$ cat config.mk
export PLATFORM = sky130hd
export DESIGN_NAME = uart_tx_arbiter_flat
export DESIGN_NICKNAME = d
export VERILOG_FILES = /design/src/rtl/uart_pkg.sv /design/src/rtl/uart_tx_arbiter_if.sv /design/src/rtl/uart_tx_arbiter_rr_pick.sv /design/src/rtl/uart_tx_arbiter.sv /design/src/flat_wrapper.sv
export SDC_FILE = /design/constraint.sdc
export NUM_CORES = 1
export LEC_CHECK = 0
export CAP_MARGIN = 40
export CELL_PAD_IN_SITES_DETAIL_PLACEMENT = 2
export CELL_PAD_IN_SITES_GLOBAL_PLACEMENT = 2
export CORE_MARGIN = 1.5
export CORE_UTILIZATION = 22
export DETAILED_ROUTE_END_ITERATION = 10
export PLACE_DENSITY = 0.95
export SETUP_SLACK_MARGIN = 0.05
export SYNTH_ARGS = -nofsm -noshare
export SYNTH_HDL_FRONTEND = slang
export SYNTH_SLANG_ARGS = --single-unit
export TNS_END_PERCENT = 100
$ cat constraint.sdc
create_clock -name clk -period 4.15 [get_ports clk]
set_input_delay 0.83 -clock clk [delete_from_list [all_inputs] [get_ports clk]]
set_output_delay 0.83 -clock clk [all_outputs]
set_load 0.01 [all_outputs]
$ cat src/rtl/uart_pkg.sv
// Shared UART types: arbiter FSM encoding, default byte width, UART_Tx states.
// No ports; imported by the arbiter, its interface and benches.
package uart_pkg;

  localparam int DBITS_DEF = 8;

  typedef enum logic [1:0] {
    ARB_IDLE = 2'd0,
    ARB_LOAD = 2'd1,
    ARB_WAIT = 2'd2
  } arb_state_e;

  typedef enum logic [1:0] {
    TX_IDLE  = 2'd0,
    TX_START = 2'd1,
    TX_DATA  = 2'd2,
    TX_STOP  = 2'd3
  } uart_tx_state_e;

  function automatic int clog2_min1(input int n);
    return (n > 1) ? $clog2(n) : 1;
  endfunction

endpackage

$ cat src/rtl/uart_tx_arbiter_if.sv
// Bundle between the client FIFOs / UART_Tx and the arbiter.
// master: req, din, tx_done_tick out; slave: ack, tx_din, tx_start, busy, grant_id out.
interface uart_tx_arbiter_if
  import uart_pkg::*;
#(
  parameter int NREQ  = 4,
  parameter int DBits = DBITS_DEF
);

  localparam int IW = clog2_min1(NREQ);

  logic [NREQ-1:0]       req;
  logic [NREQ*DBits-1:0] din;
  logic [NREQ-1:0]       ack;
  logic [DBits-1:0]      tx_din;
  logic                  tx_start;
  logic                  tx_done_tick;
  logic                  busy;
  logic [IW-1:0]         grant_id;

  modport master (
    output req, din, tx_done_tick,
    input  ack, tx_din, tx_start, busy, grant_id
  );

  modport slave (
    input  req, din, tx_done_tick,
    output ack, tx_din, tx_start, busy, grant_id
  );

endinterface

$ cat src/rtl/uart_tx_arbiter_rr_pick.sv
// Combinational round-robin pick: first set req bit after last, wrapping.
// Ports: req, last in; winner, any out.
module rr_pick
  import uart_pkg::*;
#(
  parameter int NREQ = 4,
  localparam int IW = clog2_min1(NREQ)
) (
  input  logic [NREQ-1:0] req,
  input  logic [IW-1:0]   last,
  output logic [IW-1:0]   winner,
  output logic            any
);

  always_comb begin
    winner = '0;
    any    = 1'b0;
    for (int i = 1; i <= NREQ; i++) begin
      if (!any && req[(int'(last) + i) % NREQ]) begin
        any    = 1'b1;
        winner = IW'((int'(last) + i) % NREQ);
      end
    end
  end

endmodule

$ cat src/rtl/uart_tx_arbiter.sv
// Round-robin sharing of one UART_Tx among NREQ byte producers.
// Ports: clk, areset (async, active low), bus (slave); UART_TX_ARB_BURST_EN enables bursts.
module uart_tx_arbiter
  import uart_pkg::*;
#(
  parameter int NREQ      = 4,
  parameter int DBits     = DBITS_DEF,
  parameter int BURST_LEN = 4
) (
  input logic              clk,
  input logic              areset,
  uart_tx_arbiter_if.slave bus
);

  localparam int IW = clog2_min1(NREQ);

  if (NREQ < 2 || BURST_LEN < 1) begin : g_bad_cfg
    $error("uart_tx_arbiter: bad NREQ/BURST_LEN");
  end

  arb_state_e       state_q, state_d;
  logic [IW-1:0]    last_q, last_d;
  logic [IW-1:0]    grant_q, grant_d;
  logic [DBits-1:0] tx_din_q, tx_din_d;
  logic [IW-1:0]    winner;
  logic             any;

`ifdef UART_TX_ARB_BURST_EN
  localparam int CW = $clog2(BURST_LEN) + 1;
  logic [CW-1:0] cnt_q, cnt_d;
`endif

  rr_pick #(.NREQ(NREQ)) u_pick (
    .req    (bus.req),
    .last   (last_q),
    .winner (winner),
    .any    (any)
  );

  always_ff @(posedge clk or negedge areset) begin
    if (!areset) begin
      state_q  <= ARB_IDLE;
      last_q   <= IW'(NREQ - 1);
      grant_q  <= '0;
      tx_din_q <= '0;
`ifdef UART_TX_ARB_BURST_EN
      cnt_q    <= '0;
`endif
    end else begin
      state_q  <= state_d;
      last_q   <= last_d;
      grant_q  <= grant_d;
      tx_din_q <= tx_din_d;
`ifdef UART_TX_ARB_BURST_EN
      cnt_q    <= cnt_d;
`endif
    end
  end

  always_comb begin
    state_d  = state_q;
    last_d   = last_q;
    grant_d  = grant_q;
    tx_din_d = tx_din_q;
`ifdef UART_TX_ARB_BURST_EN
    cnt_d    = cnt_q;
`endif
    unique case (state_q)
      ARB_IDLE: begin
        if (any) begin
          last_d   = winner;
          grant_d  = winner;
          tx_din_d = bus.din[int'(winner)*DBits +: DBits];
          state_d  = ARB_LOAD;
        end
      end
      ARB_LOAD: state_d = ARB_WAIT;
      ARB_WAIT: begin
        if (bus.tx_done_tick) begin
`ifdef UART_TX_ARB_BURST_EN
          // Same requester keeps the line; pointer stays put.
          if (bus.req[grant_q] &&
              cnt_q < CW'(BURST_LEN - 1)) begin
            cnt_d    = cnt_q + CW'(1);
            tx_din_d = bus.din[int'(grant_q)*DBits +: DBits];
            state_d  = ARB_LOAD;
          end else begin
            cnt_d   = '0;
            state_d = ARB_IDLE;
          end
`else
          state_d = ARB_IDLE;
`endif
        end
      end
      default: state_d = ARB_IDLE;
    endcase
  end

  always_comb begin
    bus.ack = '0;
    if (state_q == ARB_LOAD) bus.ack[grant_q] = 1'b1;
  end

  assign bus.tx_start = (state_q == ARB_LOAD);
  assign bus.busy     = (state_q != ARB_IDLE);
  assign bus.tx_din   = tx_din_q;
  assign bus.grant_id = grant_q;

endmodule

$ cat src/flat_wrapper.sv
// flat-port wrapper written by rule: the top's interface ports become plain ports
module uart_tx_arbiter_flat import uart_pkg::*;
#(
  parameter int NREQ      = 4,
  parameter int DBits     = DBITS_DEF,
  parameter int BURST_LEN = 4
)
  (clk, areset, bus_req, bus_din, bus_tx_done_tick, bus_ack, bus_tx_din, bus_tx_start, bus_busy, bus_grant_id);
  uart_tx_arbiter_if #(.NREQ(NREQ), .DBits(DBits)) bus_i ();
  input logic clk;
  input logic areset;
  input wire logic [$bits(bus_i.req)-1:0] bus_req;
  input wire logic [$bits(bus_i.din)-1:0] bus_din;
  input wire logic [$bits(bus_i.tx_done_tick)-1:0] bus_tx_done_tick;
  output wire logic [$bits(bus_i.ack)-1:0] bus_ack;
  output wire logic [$bits(bus_i.tx_din)-1:0] bus_tx_din;
  output wire logic [$bits(bus_i.tx_start)-1:0] bus_tx_start;
  output wire logic [$bits(bus_i.busy)-1:0] bus_busy;
  output wire logic [$bits(bus_i.grant_id)-1:0] bus_grant_id;
  assign bus_i.req = bus_req;
  assign bus_i.din = bus_din;
  assign bus_i.tx_done_tick = bus_tx_done_tick;
  assign bus_ack = bus_i.ack;
  assign bus_tx_din = bus_i.tx_din;
  assign bus_tx_start = bus_i.tx_start;
  assign bus_busy = bus_i.busy;
  assign bus_grant_id = bus_i.grant_id;
  uart_tx_arbiter #(.NREQ(NREQ), .DBits(DBits), .BURST_LEN(BURST_LEN)) u_core (.clk(clk), .areset(areset), .bus(bus_i));
endmodule
==> results of run 1 <==
==> final cells by class <==
cell class,count,area share [%]
Timing Repair Buffer,54,35.3
Multi-Input combinational cell,74,34.2
Sequential cell,14,23.0
Tap cell,50,4.08
Clock buffer,4,2.94
Inverter,2,0.490
==> worst register-to-register path: stages (launching register included) <==
cell and delay (ns):
dfrtp_1 0.38, or2_2 0.36, nor2_1 0.68, nand3_1 0.19
inv_2 0.23, a211oi_1 0.11
==> through the flow <==
step                      worst slack [ns]  hold slack, ns  total power (W)
after floorplan                       2.08           0.465         0.000597
after global placement                1.40           0.474         0.000799
after detailed placement              1.24           0.492         0.000831
after CTS                             1.44           0.504         0.000954
after global routing                  1.26           0.533          0.00102
final                                 1.46           0.498         0.000937
==> state kept, by name (all words and copies together), names as in the netlist <==
signal               cells
u_core.state_q           2
u_core.last_q            2
u_core.bus.tx_din        8
u_core.bus.grant_id      2
==> cell families after synthesis <==
| kind of cell | count (synthesis) |
|---|---|
| and+or+nand+nor | 37 |
| AOI/OAI and AO/OA | 27 |
| DFF | 14 |
| muxes | 10 |
| buffers and inverters | 6 |
==> power by group <==
part | switching, W | internal, W | total, W
Sequential | 0.0000575 | 0.000216 | 0.000273
Combinational | 0.000266 | 0.000280 | 0.000546
Clock | 0.0000493 | 0.0000680 | 0.000117
==> cell usage in the layout (no fill, tap or decap) <==
master / count
o21a_1: 1
a31oi_1: 1
o21bai_1: 1
a21o_1: 1
dfstp_2: 2
nor2_1: 16
nor4_1: 1
o21ai_0: 1
a2bb2oi_1: 1
a21boi_0: 1
or2_2: 1
nor2b_1: 3
or3b_1: 1
o31ai_1: 1
inv_2: 1
a211oi_1: 9
nor3b_1: 1
nand2_1: 2
mux2i_1: 9
a211o_1: 1
nand3_1: 1
and3_1: 9
mux2_2: 1
dfrtp_1: 12
a221oi_1: 7
clkbuf_1: 1
clkdlybuf4s50_1: 54
nand3_4: 1
o21ai_4: 1
clkbuf_8: 3
inv_1: 1
or2b_1: 1
a21o_2: 1
==> cell usage after synthesis <==
cell type / n
nor4_1: 1
a211oi_1: 9
mux2i_1: 9
clkbuf_1: 1
nand2_1: 2
nor2_1: 16
o31ai_1: 1
buf_2: 2
inv_2: 1
or2b_1: 1
a31oi_1: 1
a221oi_1: 7
nor2b_1: 3
a21boi_0: 1
nor3b_1: 1
mux2_2: 1
or2_2: 1
a21o_1: 1
dfrtp_1: 12
nand3_4: 1
a21o_2: 1
or3b_1: 1
nand3_1: 1
buf_12: 1
inv_1: 1
o21bai_1: 1
a2bb2oi_1: 1
and3_1: 9
a211o_1: 1
o21a_1: 1
o21ai_0: 1
o21ai_4: 1
dfstp_2: 2
==> routing by layer <==
metal	up-vias	wire, um	GRT usage (%)
met2	41	1620	27.2
li1	464	-	-
met3	5	212	3.00
met1	458	1390	18.9
met5	-	0	0
met4	0	41	4.59
==> how the worst min path moves through the flow <==
stage,from,endpoint,slack (ns),cells after the start
final,u_core.state_q[1],u_core.state_q[1],0.50,1
after floorplan,u_core.state_q[1],u_core.state_q[1],0.47,1
after global placement,u_core.state_q[1],u_core.state_q[1],0.47,1
after detailed placement,u_core.state_q[1],u_core.state_q[1],0.49,1
after CTS,u_core.state_q[1],u_core.state_q[1],0.50,1
after global routing,u_core.state_q[1],u_core.state_q[1],0.53,1
==> reports/metrics.cfg, run 1 <==
[critical_path]
cp-endpoint=u_core.bus.tx_din[1]
worst-r2r-setup-slack_ns=2.07
crit_arrival_ns=2.84
r2r-end=u_core.bus.tx_din[1]
cp_num_buf_inv=2
crit_fanout=13
endpoint_kind=flip-flop
slowest_delay_ns=0.62
cp-start-kind=input pin
crit_family=simple AND/OR/NAND/NOR gates
critical_path_class=input pin to flip-flop
worstReg2RegStart=u_core.state_q[1]
slowest_stage=nor4_1
r2r_cells=5
crit_path_start=bus_req[3]
critPathRequiredTime_ns=4.30
crit_cells=6
crit_chain=clkdlybuf4s50_1, nor4_1, nor2_1, nand3_1, inv_2, a211oi_1

[layout]
area_growth_pct=67.0
fin_util_pct=38.3
fin_area_sq_um=1530
instances_no_fill=198
multi_input_area_sq_um=523
fillers=437
drive_above_1_share_pct=7.43
nets=188
n_antenna_cell=0
ff_latch_area_sq_um=353

[sta]
finalHoldViolCount=0
final.setup.tns_ns=0
period_share_pct=64.8
drv_slew=0
min_period_ns=2.69
finalSetupViolCount=0
grt_setup_unrepaired=false
tightest_slew_ns=0.860
finClkSkew_ns=0.00956
max_freq_mhz=372
max_slew_margin_pct=42.5

[detailed_routing]
dr_total_vias=968
drcViolationCount=0
vias_per_cell=4.89
dr.pass1.iters=4
drt-total-wl_mm=3.26
drt_iter0_drc=21
routedWlPerCell_um=16.5
antenna_left=0

[clocking]
cts_tree=built
insertion_delay_ns=0.25
postCtsSetupRepairBufs=0
clockRootBuffer=clkbuf_8
clockBufferDepth=2
holdBufCountCts=0
clock-sinks=14
cts_resized=0
cts_buffers=3
h-tree-depth=1
clk_pin_slew_ns=0.05

[placement]
dp_cells=194
place.detailed.hpwl_mm=2.58
gp_congestion=0.779
io_buffers=54
place_area_sq_um=1490

[synth]
synth_warnings=0
synthMuxAreaShare_pct=11.1
synth_area_per_cell_sq_um=9.76
synth_area_sq_um=917
yosysTopAreaCell=dfrtp_1
synth-compound-area-share_pct=24.0
synth.distinct_cells=33
synth_fa_ha_area_share_pct=0
synth-seq-cells=14
synth_simple_gate_area_share_pct=22.0
syn_nets=133
synth-xor-area-share_pct=0
ys_seq_area_share_pct=38.5
synth.top_cell.area_share_pct=32.7
postSynthCellCount=94
synthTopCellsByArea=dfrtp_1 (33%), mux2i_1 (9.8%), a211oi_1 (7.4%), a221oi_1 (6.7%), nor2_1 (6.5%)
synth_top_family_by_area=compound AO/OA/AOI/OAI gates

[min_path]
hp-class=flip-flop to flip-flop

[floorplanning]
die_x_um=67.6
dieHeight_um=67.6
start_util_pct=22.9
ioPinCount=55
coreArea_sq_um=4000
die_area_sq_um=4570
rows=23

[global_route]
antenna_found_initial=0
overflow=0
grt_max_degree=16
grt_pass1_wl_mm=5.18
grt_pass1_vias=1074
grtUsageTotal_pct=15.5

[run_status]
outcome=finished, final reports clean

[power]
ir_drop_mv=0.147
pwr_density_cell_nw_per_um2=612
p_leak_nw=0.621

[run]
maxCapViolCount=0

No activity file was read; power rests on OpenSTA's default activity.
==> run 2, diff against run 1 <==
CORE_UTILIZATION = 20   (was 22)
PLACE_DENSITY = 0.89   (was 0.95)
clock period = 2.5 ns   (was 4.15 ns; I/O delays follow)
==> reports/metrics.cfg, run 2 (same netlist as run 1, synthesis figures left out) <==
[critical_path]
worstReg2RegStart=u_core.last_q[1]
critical_path_class=flip-flop to primary output
r2r-end=u_core.bus.tx_din[2]
endpoint_kind=primary output
crit_fanout=6
critPathRequiredTime_ns=2.00
crit_chain=nor2b_2, nor3b_1, clkdlybuf4s50_1
r2r_cells=5
cp-start-kind=flip-flop
worst-r2r-setup-slack_ns=0.64
slowest_delay_ns=0.57
crit_arrival_ns=1.70
slowest_stage=clkdlybuf4s50_1

[global_route]
overflow=0
grtUsageTotal_pct=15.4
antenna_found_initial=0
grt_pass1_vias=1169
grt_max_degree=16
grt_pass1_wl_mm=6.09

[clocking]
holdBufCountCts=0
insertion_delay_ns=0.25
postCtsSetupRepairBufs=0
h-tree-depth=1
clock-sinks=14
cts_buffers=3
cts_tree=built
clockRootBuffer=clkbuf_8
clk_pin_slew_ns=0.06
cts_resized=0
clockBufferDepth=2

[detailed_routing]
dr_total_vias=1002
drt_iter0_drc=28
vias_per_cell=4.91
dr.pass1.iters=2
antenna_left=0
drt-total-wl_mm=3.67
drcViolationCount=0
routedWlPerCell_um=18.0

[sta]
max_slew_margin_pct=54.5
min_period_ns=2.20
finalHoldViolCount=0
final.setup.tns_ns=0
setup_ws_ns=0.296
max_freq_mhz=454
finClkSkew_ns=0.00652
tightest_slew_ns=0.681
grt_setup_unrepaired=false
drv_slew=0
period_share_pct=88.2
finalSetupViolCount=0

[layout]
layout_common_cells=clkdlybuf4s50_1 (54), nor2_1 (16), dfrtp_1 (12)
nets=192
fillers=477
largest_reg_flops=8
final_common_cell=clkdlybuf4s50_1
fin_util_pct=36.0
area_growth_pct=71.9
n_antenna_cell=0
drive_above_1_share_pct=11.2

[min_path]
min_to=u_core.last_q[0]
min_path_cells=2
hp-class=flip-flop to flip-flop
min_from=u_core.last_q[0]

[floorplanning]
rows=24
coreArea_sq_um=4380
dieHeight_um=70.7
die_x_um=70.7
start_util_pct=20.9
ioPinCount=55
die_area_sq_um=5000

[placement]
gp_congestion=0.828
place.detailed.hpwl_mm=3.01
place_ws_ns=0.0846
io_buffers=54

[power]
ir_drop_mv=0.214
total_power_w=0.00166
pwr_density_cell_nw_per_um2=1050
p_leak_nw=0.648

[run]
maxCapViolCount=0

[run_status]
outcome=finished, final reports clean

-- run 2: changes by cell type in the layout (fill, tap and decap cells not counted) --
cell      before  now
buf_4          0    4
nor2b_1        3    2
clkbuf_1       1    0
nor2b_2        0    1
clkbuf_8       3    4
-- run 2: power breakdown --
group	switching (W)	total [W]	internal [W]	leakage (nW)
Sequential	0.000103	0.000461	0.000358	0.157
Clock	0.0000902	0.000230	0.000140	0.0288
Combinational	0.000467	0.000966	0.000499	0.462
Total	0.000661	0.00166	0.000997	0.648
-- run 2: metal layers --
layer	wire [um]	global-route usage, %	share of wire (%)
met1	1580	18.7	43
met4	23	3.77	0.63
met3	201	2.42	5.5
met2	1860	28.1	51
met5	0	0	0
-- run 2: cell type report --
cell class	instances	area, sq um	share of cell area [%]
Timing Repair Buffer	58	571	36.2
Multi-Input combinational cell	74	526	33.3
Sequential cell	14	353	22.4
Tap cell	52	65.1	4.13
Clock buffer	4	55.1	3.49
Inverter	2	7.51	0.476
-- run 2: metrics by stage --
| stage | std cells | instance area (sq um) | hold slack (ns) |
|---|---|---|---|
| global placement | 200 | 1520 | 0.475 |
| finish | 204 | 1580 | 0.541 |
| floorplan | 94 | 917 | 0.204 |
| global route | 204 | 1580 | 0.578 |
| detailed placement | 200 | 1520 | 0.526 |
| CTS | 204 | 1570 | 0.540 |
-- run 2: worst max path at each step --
stage	slack [ns]	cells past startpoint	endpoint	start
floorplan	0.76	6	u_core.bus.tx_din[5]	bus_req[0]
global route	0.17	3	bus_ack[0]	u_core.state_q[1]
global placement	0.18	6	u_core.bus.tx_din[1]	bus_req[1]
finish	0.30	3	bus_ack[0]	u_core.state_q[1]
CTS	0.16	3	bus_ack[3]	u_core.state_q[1]
detailed placement	0.08	5	u_core.bus.tx_din[7]	bus_req[1]
-- run 2: worst max-delay path, delay by kind of cell, from the launching register on --
kind	cells	cell delay [ns]
buffers and inverters	1	0.57
DFF	1	0.40
and+or+nand+nor	2	0.48
==> run 3, diff against run 2 <==
HOLD_SLACK_MARGIN = 0.12   (was not set)
==> results of run 3 <==
Same layout as run 2: the final DEF is identical, and so are final timing and power.
